--- config.mk ---
export PLATFORM = sky130hd
export DESIGN_NAME = img_out_reader_flat
export DESIGN_NICKNAME = d
export VERILOG_FILES = /design/src/rtl/img_out_reader_if.sv /design/src/rtl/img_out_reader.sv /design/src/flat_wrapper.sv
export SDC_FILE = /design/constraint.sdc
export NUM_CORES = 1
export LEC_CHECK = 0
export BUFFER_PORTS_ARGS = -buffer_cell sky130_fd_sc_hd__buf_4
export CAP_MARGIN = 20
export CORE_ASPECT_RATIO = 0.9
export CORE_MARGIN = 2
export CORE_UTILIZATION = 29
export CTS_CLUSTER_SIZE = 16
export DETAILED_ROUTE_END_ITERATION = 7
export HOLD_SLACK_MARGIN = 0.02
export PLACE_DENSITY_LB_ADDON = 0.15
export SYNTH_ARGS = -nofsm -noshare
export SYNTH_HDL_FRONTEND = slang
export SYNTH_SLANG_ARGS = --single-unit
--- constraint.sdc ---
create_clock -name CLK -period 3.3 [get_ports CLK]
set_input_delay 0.165 -clock CLK [delete_from_list [all_inputs] [get_ports CLK]]
set_output_delay 0.165 -clock CLK [all_outputs]
set_load 0.05 [all_outputs]
--- src/rtl/img_out_reader_if.sv ---
// rtl/img_out_reader_if.sv - data-memory read port and pixel stream bundle for img_out_reader
//
// Purpose: groups the data-memory read bus and the pixel output stream.
// Ports (signals):
//   mem_address_o  32     read address toward data memory
//   mem_rd_o       1      one-cycle read strobe
//   mem_data_i     32     read data, valid one cycle after mem_rd_o
//   pix_data_o     8      pixel byte
//   pix_valid_o    1      pixel available
//   pix_ready_i    1      consumer accepts pixel
//   pix_last_o     1      final pixel of the transfer
//   pix_index_o    CNT_W  0-based pixel index
// Modports: master = the reader, slave = memory plus pixel consumer.
interface img_out_reader_if #(
    parameter int CNT_W = 17
);
    logic [31:0]      mem_address_o;
    logic             mem_rd_o;
    logic [31:0]      mem_data_i;
    logic [7:0]       pix_data_o;
    logic             pix_valid_o;
    logic             pix_ready_i;
    logic             pix_last_o;
    logic [CNT_W-1:0] pix_index_o;

    modport master (
        output mem_address_o, mem_rd_o, pix_data_o, pix_valid_o, pix_last_o, pix_index_o,
        input  mem_data_i, pix_ready_i
    );

    modport slave (
        input  mem_address_o, mem_rd_o, pix_data_o, pix_valid_o, pix_last_o, pix_index_o,
        output mem_data_i, pix_ready_i
    );
endinterface

--- src/rtl/img_out_reader.sv ---
// rtl/img_out_reader.sv - read-back engine streaming the output image region as pixels
//
// Purpose: on start, reads data memory words at BASE_ADDR + index one at a time
// and presents the low byte of each as a pixel on a valid/ready stream.
// Ports:
//   CLK, RST   clock (rising edge) and synchronous active-high reset
//   start_i    begin a transfer (ignored unless idle)
//   length_i   pixel count, clamped to MAX_LEN
//   abort_i    terminate an active transfer, no done pulse
//   bus        img_out_reader_if.master: memory read port + pixel stream
//   busy_o     transfer in progress (REQ/WAIT/SEND)
//   done_o     one-cycle pulse after the last pixel is accepted
module img_out_reader #(
    parameter logic [31:0] BASE_ADDR = 32'd262144,
    parameter int          MAX_LEN   = 65536,
    parameter int          CNT_W     = $clog2(MAX_LEN) + 1
) (
    input  logic               CLK,
    input  logic               RST,
    input  logic               start_i,
    input  logic [CNT_W-1:0]   length_i,
    input  logic               abort_i,
    img_out_reader_if.master   bus,
    output logic               busy_o,
    output logic               done_o
);

    typedef enum logic [2:0] {
        IDLE = 3'd0,
        REQ  = 3'd1,
        WAIT = 3'd2,
        SEND = 3'd3,
        DONE = 3'd4
    } state_t;

    localparam logic [CNT_W-1:0] MAX_LEN_C = CNT_W'(MAX_LEN);

    state_t            state_q, state_d;
    logic [CNT_W-1:0]  idx_q, idx_d;
    logic [CNT_W-1:0]  len_q, len_d;
    logic [31:0]       addr_q, addr_d;
    logic              rd_q, rd_d;
    logic [7:0]        pix_data_q, pix_data_d;
    logic              valid_q, valid_d;
    logic              last_q, last_d;
    logic              busy_q, busy_d;
    logic              done_q, done_d;

    logic [CNT_W-1:0]  idx_inc;
    logic              unused_mem_hi;

    // Only the low byte of each memory word carries a pixel.
    assign unused_mem_hi = ^bus.mem_data_i[31:8];
    assign idx_inc       = idx_q + CNT_W'(1);

    // All outputs are registered: each *_d is the value the output takes in
    // the state being entered, so outputs line up with the state register.
    always_comb begin
        state_d    = state_q;
        idx_d      = idx_q;
        len_d      = len_q;
        addr_d     = addr_q;
        rd_d       = 1'b0;
        pix_data_d = pix_data_q;
        valid_d    = 1'b0;
        last_d     = 1'b0;
        busy_d     = 1'b0;
        done_d     = 1'b0;

        case (state_q)
            IDLE: begin
                // start beats a simultaneous abort here since abort only acts when busy
                if (start_i) begin
                    len_d = (length_i > MAX_LEN_C) ? MAX_LEN_C : length_i;
                    idx_d = '0;
                    if (length_i == '0) begin
                        state_d = DONE;
                        done_d  = 1'b1;
                    end else begin
                        state_d = REQ;
                        rd_d    = 1'b1;
                        addr_d  = BASE_ADDR;
                        busy_d  = 1'b1;
                    end
                end
            end
            REQ: begin
                if (abort_i) begin
                    state_d = IDLE;
                end else begin
                    state_d = WAIT;
                    busy_d  = 1'b1;
                end
            end
            WAIT: begin
                // Read data lands this cycle; on abort it is simply not captured.
                if (abort_i) begin
                    state_d = IDLE;
                end else begin
                    state_d    = SEND;
                    pix_data_d = bus.mem_data_i[7:0];
                    valid_d    = 1'b1;
                    last_d     = (idx_q == len_q - CNT_W'(1));
                    busy_d     = 1'b1;
                end
            end
            SEND: begin
                if (abort_i) begin
                    // abort wins over a same-cycle handshake
                    state_d = IDLE;
                end else if (bus.pix_ready_i) begin
                    if (last_q) begin
                        state_d = DONE;
                        done_d  = 1'b1;
                    end else begin
                        state_d = REQ;
                        idx_d   = idx_inc;
                        rd_d    = 1'b1;
                        addr_d  = BASE_ADDR + {{(32-CNT_W){1'b0}}, idx_inc};
                        busy_d  = 1'b1;
                    end
                end else begin
                    valid_d = 1'b1;
                    last_d  = last_q;
                    busy_d  = 1'b1;
                end
            end
            DONE: begin
                state_d = IDLE;
            end
            default: begin
                state_d = IDLE;
            end
        endcase
    end

    always_ff @(posedge CLK) begin
        if (RST) begin
            state_q    <= IDLE;
            idx_q      <= '0;
            len_q      <= '0;
            addr_q     <= '0;
            rd_q       <= 1'b0;
            pix_data_q <= '0;
            valid_q    <= 1'b0;
            last_q     <= 1'b0;
            busy_q     <= 1'b0;
            done_q     <= 1'b0;
        end else begin
            state_q    <= state_d;
            idx_q      <= idx_d;
            len_q      <= len_d;
            addr_q     <= addr_d;
            rd_q       <= rd_d;
            pix_data_q <= pix_data_d;
            valid_q    <= valid_d;
            last_q     <= last_d;
            busy_q     <= busy_d;
            done_q     <= done_d;
        end
    end

    assign bus.mem_address_o = addr_q;
    assign bus.mem_rd_o      = rd_q;
    assign bus.pix_data_o    = pix_data_q;
    assign bus.pix_valid_o   = valid_q;
    assign bus.pix_last_o    = last_q;
    assign bus.pix_index_o   = idx_q;
    assign busy_o            = busy_q;
    assign done_o            = done_q;

endmodule

--- src/flat_wrapper.sv ---
// flat-port wrapper written by rule: the top's interface ports become plain ports
module img_out_reader_flat 
#(
    parameter logic [31:0] BASE_ADDR = 32'd262144,
    parameter int          MAX_LEN   = 65536,
    parameter int          CNT_W     = $clog2(MAX_LEN) + 1
)
  (CLK, RST, start_i, length_i, abort_i, busy_o, done_o, bus_mem_address_o, bus_mem_rd_o, bus_pix_data_o, bus_pix_valid_o, bus_pix_last_o, bus_pix_index_o, bus_mem_data_i, bus_pix_ready_i);
  img_out_reader_if #(.CNT_W(CNT_W)) bus_i ();
  input  logic CLK;
  input  logic RST;
  input  logic start_i;
  input  logic [CNT_W-1:0] length_i;
  input  logic abort_i;
  output logic busy_o;
  output logic done_o;
  output wire logic [$bits(bus_i.mem_address_o)-1:0] bus_mem_address_o;
  output wire logic [$bits(bus_i.mem_rd_o)-1:0] bus_mem_rd_o;
  output wire logic [$bits(bus_i.pix_data_o)-1:0] bus_pix_data_o;
  output wire logic [$bits(bus_i.pix_valid_o)-1:0] bus_pix_valid_o;
  output wire logic [$bits(bus_i.pix_last_o)-1:0] bus_pix_last_o;
  output wire logic [$bits(bus_i.pix_index_o)-1:0] bus_pix_index_o;
  input wire logic [$bits(bus_i.mem_data_i)-1:0] bus_mem_data_i;
  input wire logic [$bits(bus_i.pix_ready_i)-1:0] bus_pix_ready_i;
  assign bus_mem_address_o = bus_i.mem_address_o;
  assign bus_mem_rd_o = bus_i.mem_rd_o;
  assign bus_pix_data_o = bus_i.pix_data_o;
  assign bus_pix_valid_o = bus_i.pix_valid_o;
  assign bus_pix_last_o = bus_i.pix_last_o;
  assign bus_pix_index_o = bus_i.pix_index_o;
  assign bus_i.mem_data_i = bus_mem_data_i;
  assign bus_i.pix_ready_i = bus_pix_ready_i;
  img_out_reader #(.BASE_ADDR(BASE_ADDR), .MAX_LEN(MAX_LEN), .CNT_W(CNT_W)) u_core (.CLK(CLK), .RST(RST), .start_i(start_i), .length_i(length_i), .abort_i(abort_i), .bus(bus_i), .busy_o(busy_o), .done_o(done_o));
endmodule
# Word level (Yosys, flattened, before mapping)
# Index checks and enable logic that the tools add are counted.
dict set report word_totals {
  regBits 82
  latch_bits 0
  ram_bits 0
  rom_bits 0
  input_bits 54
  out_inout_bits 62
  word_cells 77
  n_memories 0
}
dict set report classes {
  addsub 3
  multipliers 0
  div 0
  order_cmp 1
  eq_ne 10
  n_shift 0
  n_mux 43
  bitwise_logic 1
  n_reduce_logical 9
}
# cell n
set ops {}
lappend ops {{$mux W32} 5}
lappend ops {{$mux W17} 5}
lappend ops {{$pmux W32 S2} 1}
lappend ops {{$pmux W17 S2} 1}
lappend ops {{$add A19 B17 Y20 const A} 1}
lappend ops {{$mux W1} 18}
lappend ops {{$add A17 B1 Y17 const B} 1}
lappend ops {{$eq A17 B17 Y1} 1}
lappend ops {{$gt A17 B17 Y1 const B} 1}
lappend ops {{$logic_not A17 Y1} 1}
lappend ops {{$sub A17 B1 Y17 const B} 1}
lappend ops {{$mux W3} 5}
lappend ops {{$pmux W3 S4} 1}
lappend ops {{$ne A2 B2 Y1 const B} 5}
lappend ops {{$pmux W1 S2} 4}
lappend ops {{$eq A3 B2 Y1 const B} 2}
lappend ops {{$reduce_and A2 Y1} 3}
lappend ops {{$reduce_and A6 Y1} 1}
lappend ops {{$reduce_and A5 Y1} 1}
lappend ops {{$mux W2} 2}
lappend ops {{$eq A3 B1 Y1 const B} 1}
lappend ops {{$logic_not A3 Y1} 1}
lappend ops {{$ne A3 B3 Y1 const B} 1}
lappend ops {{$pmux W1 S3} 1}
lappend ops {{other kinds (3)} 3}

# Longest topological paths before layout
dict set report depth {
  depth_word 6
  ltp_mapped 9
}

# Worst setup path after synthesis
# OpenSTA, ideal clock, no wires.
dict set report synth_path {
  path_kind {register to register}
  from {reg u_core.len_q[0]}
  to {reg u_core.last_q, in the netlist u_core.bus.pix_last_o}
  setup_time_ns 0.067
  t_arrival_ns 2.376
  required_ns 3.233
  setup_slack_ns 0.857
  path_stages_with_launch 10
  n_path_buf 1
  period_less_slack_ns 2.443
  path_cell_list {dfxtp_1 -> inv_1 -> ha_1 -> clkbuf_1 -> or4b_2 -> or4_1 -> xnor2_1 -> a311oi_1 -> o2111ai_1 -> o21ai_2}
}
dict set report synth_between {
  elab_chain_cells 4
}
# element line_no
set synth_rtl {}
lappend synth_rtl {{from (decl)} img_out_reader.sv:40} ;# logic [CNT_W-1:0] len_q, len_d;
lappend synth_rtl {{from (signal assigned)} img_out_reader.sv:152} ;# len_q <= len_d;
lappend synth_rtl {{$sub A17 B1 Y17} img_out_reader.sv:103} ;# last_d = (idx_q == len_q - CNT_W'(1));
lappend synth_rtl {{$eq A17 B17 Y1} img_out_reader.sv:103}
lappend synth_rtl {{$mux W1} img_out_reader.sv:97} ;# if (abort_i) begin
lappend synth_rtl {{$pmux W1 S2} img_out_reader.sv:70} ;# case (state_q)
lappend synth_rtl {{to (signal assigned)} img_out_reader.sv:157} ;# last_q <= last_d;
lappend synth_rtl {{to (decl)} img_out_reader.sv:45} ;# logic last_q, last_d;
# No other way between the ends.
# A chain may end at the register's enable or synchronous reset.

# Final worst setup path
# Same ends and word-level chain as after synthesis.

==> summary.md <==
| Metric | Value |
|---|---|
| Run status | `finished clean` |
| Setup Buffers After CTS | `0` |
| Crit path DAT | `2.89 ns` |
| Leakage Power | `1.83 nW` |
| Slew HR | `0.353` |
| Cts bufs inserted | `9` |
| Tmin final | `2.62 ns` |
| Gr usage total | `0.158` |
| First-pass GRT wire length | `16400 um` |
| Slew Viols, Final | `0` |
| Hold-fix buffers at CTS | `0` |
| Top area cells in the synthesized netlist | `dfxtp_1, nor2_1, a22oi_1` |
| Routability Congestion | `0.777` |
| Chip width | `121 um` |
| Worst R2R Start | `u_core.len_q[0]` |
| Pin count of the biggest net entering global routing | `65` |
| DP HPWL | `7260 um` |
| DRT Pass-1 Iters | `4` |
| H-tree Lvls | `3` |
| Antenna Diode Count | `0` |
| Core Util, Final | `0.375` |
| Async SR Flop Fraction | `0` |
| Buffers on Ports | `77` |
| CTS resizes | `0` |
| Synth Area in Simple Gates | `0.260` |
| Post-synthesis mux area share | `0.00423` |
| Crit path capture type | `flop` |
| Initial Util | `0.296` |
| Ys flop type | `dfxtp_1` |
| Num ports | `116` |
| Die height | `109 um` |
| Critical path class | `reg2reg` |
| Post-Syn Area | `3550 um^2` |
| RSZ-0062 raised after global routing | `false` |
| Hold/Removal Path Class | `in2reg` |
| WP data required | `3.57 ns` |
| Vias in the first global route | `3174` |
| Reg-to-reg critical path endpoint | `u_core.bus.pix_last_o` |
| Root Buffer | `clkbuf_16` |
| Core ar. | `12000 um^2` |
| Routed len/inst | `14.8 um` |
| Max Clock Skew | `0.00865 ns` |
| Detailed-route via count | `3357` |
| Synth warn | `0` |
| Post-synth top area share | `0.384` |
| EDFF count, synth | `0` |
| Final WS setup | `0.682 ns` |
| Clk sinks | `68` |
| Most frequent cells in the layout | `buf_4, dfxtp_1, nor2_1` |
| Yosys top cell by area | `dfxtp_1` |
| Post-DRT Antenna Nets | `0` |
| P per Cell Area | `536 nW/um^2` |
| Post-synthesis register bit count | `68` |
| CP Max Fanout | `9` |
| Final Cycle Share | `0.793` |
| Mean Syn Cell Area | `8.04 um^2` |
| Worst setup path end | `u_core.bus.pix_last_o` |
| TNS Setup | `0 ns` |
| VDD IR max | `0.000206 V` |
| Total overflow reported by the global router | `0` |
| Final Hold Fails | `0` |
| Fmax | `382 MHz` |
| CP Launch Type | `flop` |
| Setup violators final | `0` |
| Post-route cell area | `4490 um^2` |
| Post-DP Area | `4160 um^2` |
| Initial antenna violation count | `0` |
| Synth Area in Compound Gates | `0.197` |
| Worst Max-Slew Pin Slew | `0.964 ns` |
| Synth Area in Adders | `0.00706` |
| Cell Rows | `38` |
| Synth cell types | `55` |
| DRT iter0 DRCs | `226` |
| Reg2Reg Depth | `8` |
| CTS clk-pin slew, worst paths | `0.06 ns` |
| Largest family of logic cells by synthesized area | `simple AND/OR/NAND/NOR gates` |
| WL final | `9900 um` |
| Pre-CTS setup slack | `0.725 ns` |
| Xor-xnor portion of the synthesized cell area | `0.0741` |
| R2r setup slk | `0.68 ns` |
| Nets | `559` |
| Ratio of cells with drive above 1 in the final layout | `0.209` |
| DRC violations left | `0` |
| Sequential element share of the synthesized area | `0.384` |
| Latest clock arrival within the worst-skew pair | `0.34 ns` |
| Vias per cell | `5.03` |
| Area delta synth->final | `26.6%` |
| Commonest non-fill, non-tap cell in the layout | `buf_4` |
| Die Area | `13100 um^2` |
| CTS tree | `built` |
| Max-cap viol count | `0` |
| Post-Syn Instances | `441` |
| Critical Path Source | `u_core.len_q[0]` |
| Clock Tree Buf Depth | `2` |
| Fillcell total | `1275` |
synthesized netlist by cell type (2+ instances only):
cell / instances
a211o_1: 4
a211oi_1: 6
a21boi_0: 3
a21oi_1: 30
a22oi_1: 24
a311oi_1: 2
and2_1: 2
and3_1: 6
buf_2: 5
buf_4: 14
buf_6: 2
clkbuf_1: 21
dfxtp_1: 68
ha_1: 2
inv_1: 7
nand2_1: 47
nand2b_1: 3
nand3_1: 15
nand3b_1: 4
nand4_1: 6
nor2_1: 57
nor3_1: 16
nor4_1: 14
nor4_2: 2
o2111ai_1: 2
o21a_1: 5
o21ai_0: 10
o21bai_1: 2
o22a_1: 4
o31ai_1: 2
or3_1: 3
or4_1: 2
xnor2_1: 18
xor2_1: 12
worst min-delay path by stage:
stage                     startpoint                end  depth (start not counted)
after floorplan              abort_i  u_core.state_q[1]                          1
after CTS                    abort_i  u_core.state_q[1]                          2
final                        abort_i  u_core.state_q[1]                          2
after global placement       abort_i  u_core.state_q[1]                          2
after detailed placement     abort_i  u_core.state_q[1]                          2
after global routing         abort_i  u_core.state_q[1]                          2
flip-flops by register name, indices dropped and copies added, names as in the netlist:
register                  flops
u_core.bus.mem_address_o     18
u_core.bus.pix_index_o       17
u_core.len_q                 17
u_core.bus.pix_data_o         8
u_core.state_q                3
u_core.bus.mem_rd_o           1
u_core.bus.pix_last_o         1
u_core.bus.pix_valid_o        1
u_core.busy_o                 1
u_core.done_o                 1
cell type report:
class / count / area, um^2 / share of cell area
clock buffers: 9 / 225 / 0.0502
clock inverters: 7 / 98.8 / 0.0220
inverters: 7 / 26.3 / 0.00585
multi-input cells: 337 / 1980 / 0.440
flip-flops and latches: 68 / 1360 / 0.303
well taps: 160 / 200 / 0.0446
repair buffers: 80 / 601 / 0.134
per-stage QoR:
step / cells / total power (W) / hold slack, ns
2_1_floorplan: 454 / 0.00127 / 0.243
6_report: 668 / 0.00240 / 0.0628
5_1_grt: 668 / 0.00252 / 0.0689
4_1_cts: 668 / 0.00243 / 0.0513
3_5_place_dp: 652 / 0.00138 / 0.405
3_3_place_gp: 652 / 0.00137 / 0.401
cells by family (layout without fill, tap and decap cells):
family	count (synthesis)	count (layout)
multiplexers	1	1
AO/OA/AOI/OAI	103	103
flip-flops	68	68
XOR/XNOR	30	30
AND/OR/NAND/NOR	187	187
adder cells (fa/ha/maj)	2	2
other	1	14
buffers and inverters	49	103
power by group:
group | switching [W] | internal, W
clock network | 0.000381 | 0.000663
registers | 0.0000523 | 0.000855
logic | 0.000288 | 0.000165
worst max-delay path: stages (launching register included):
cell and delay, ns:
dfxtp_1 0.38, inv_1 0.09, ha_1 0.34, or4b_2 0.61, or4_1 0.43, xnor2_1 0.15
a311oi_1 0.23, o2111ai_1 0.17, o21ai_2 0.15
metal layers:
| layer | GRT usage | part of all wire |
|---|---|---|
| met5 | 0 | 0 |
| met4 | 0.0399 | 0.0062 |
| met3 | 0.0413 | 0.044 |
| met1 | 0.207 | 0.49 |
| met2 | 0.260 | 0.46 |
(Power assumes the default switching activity.)
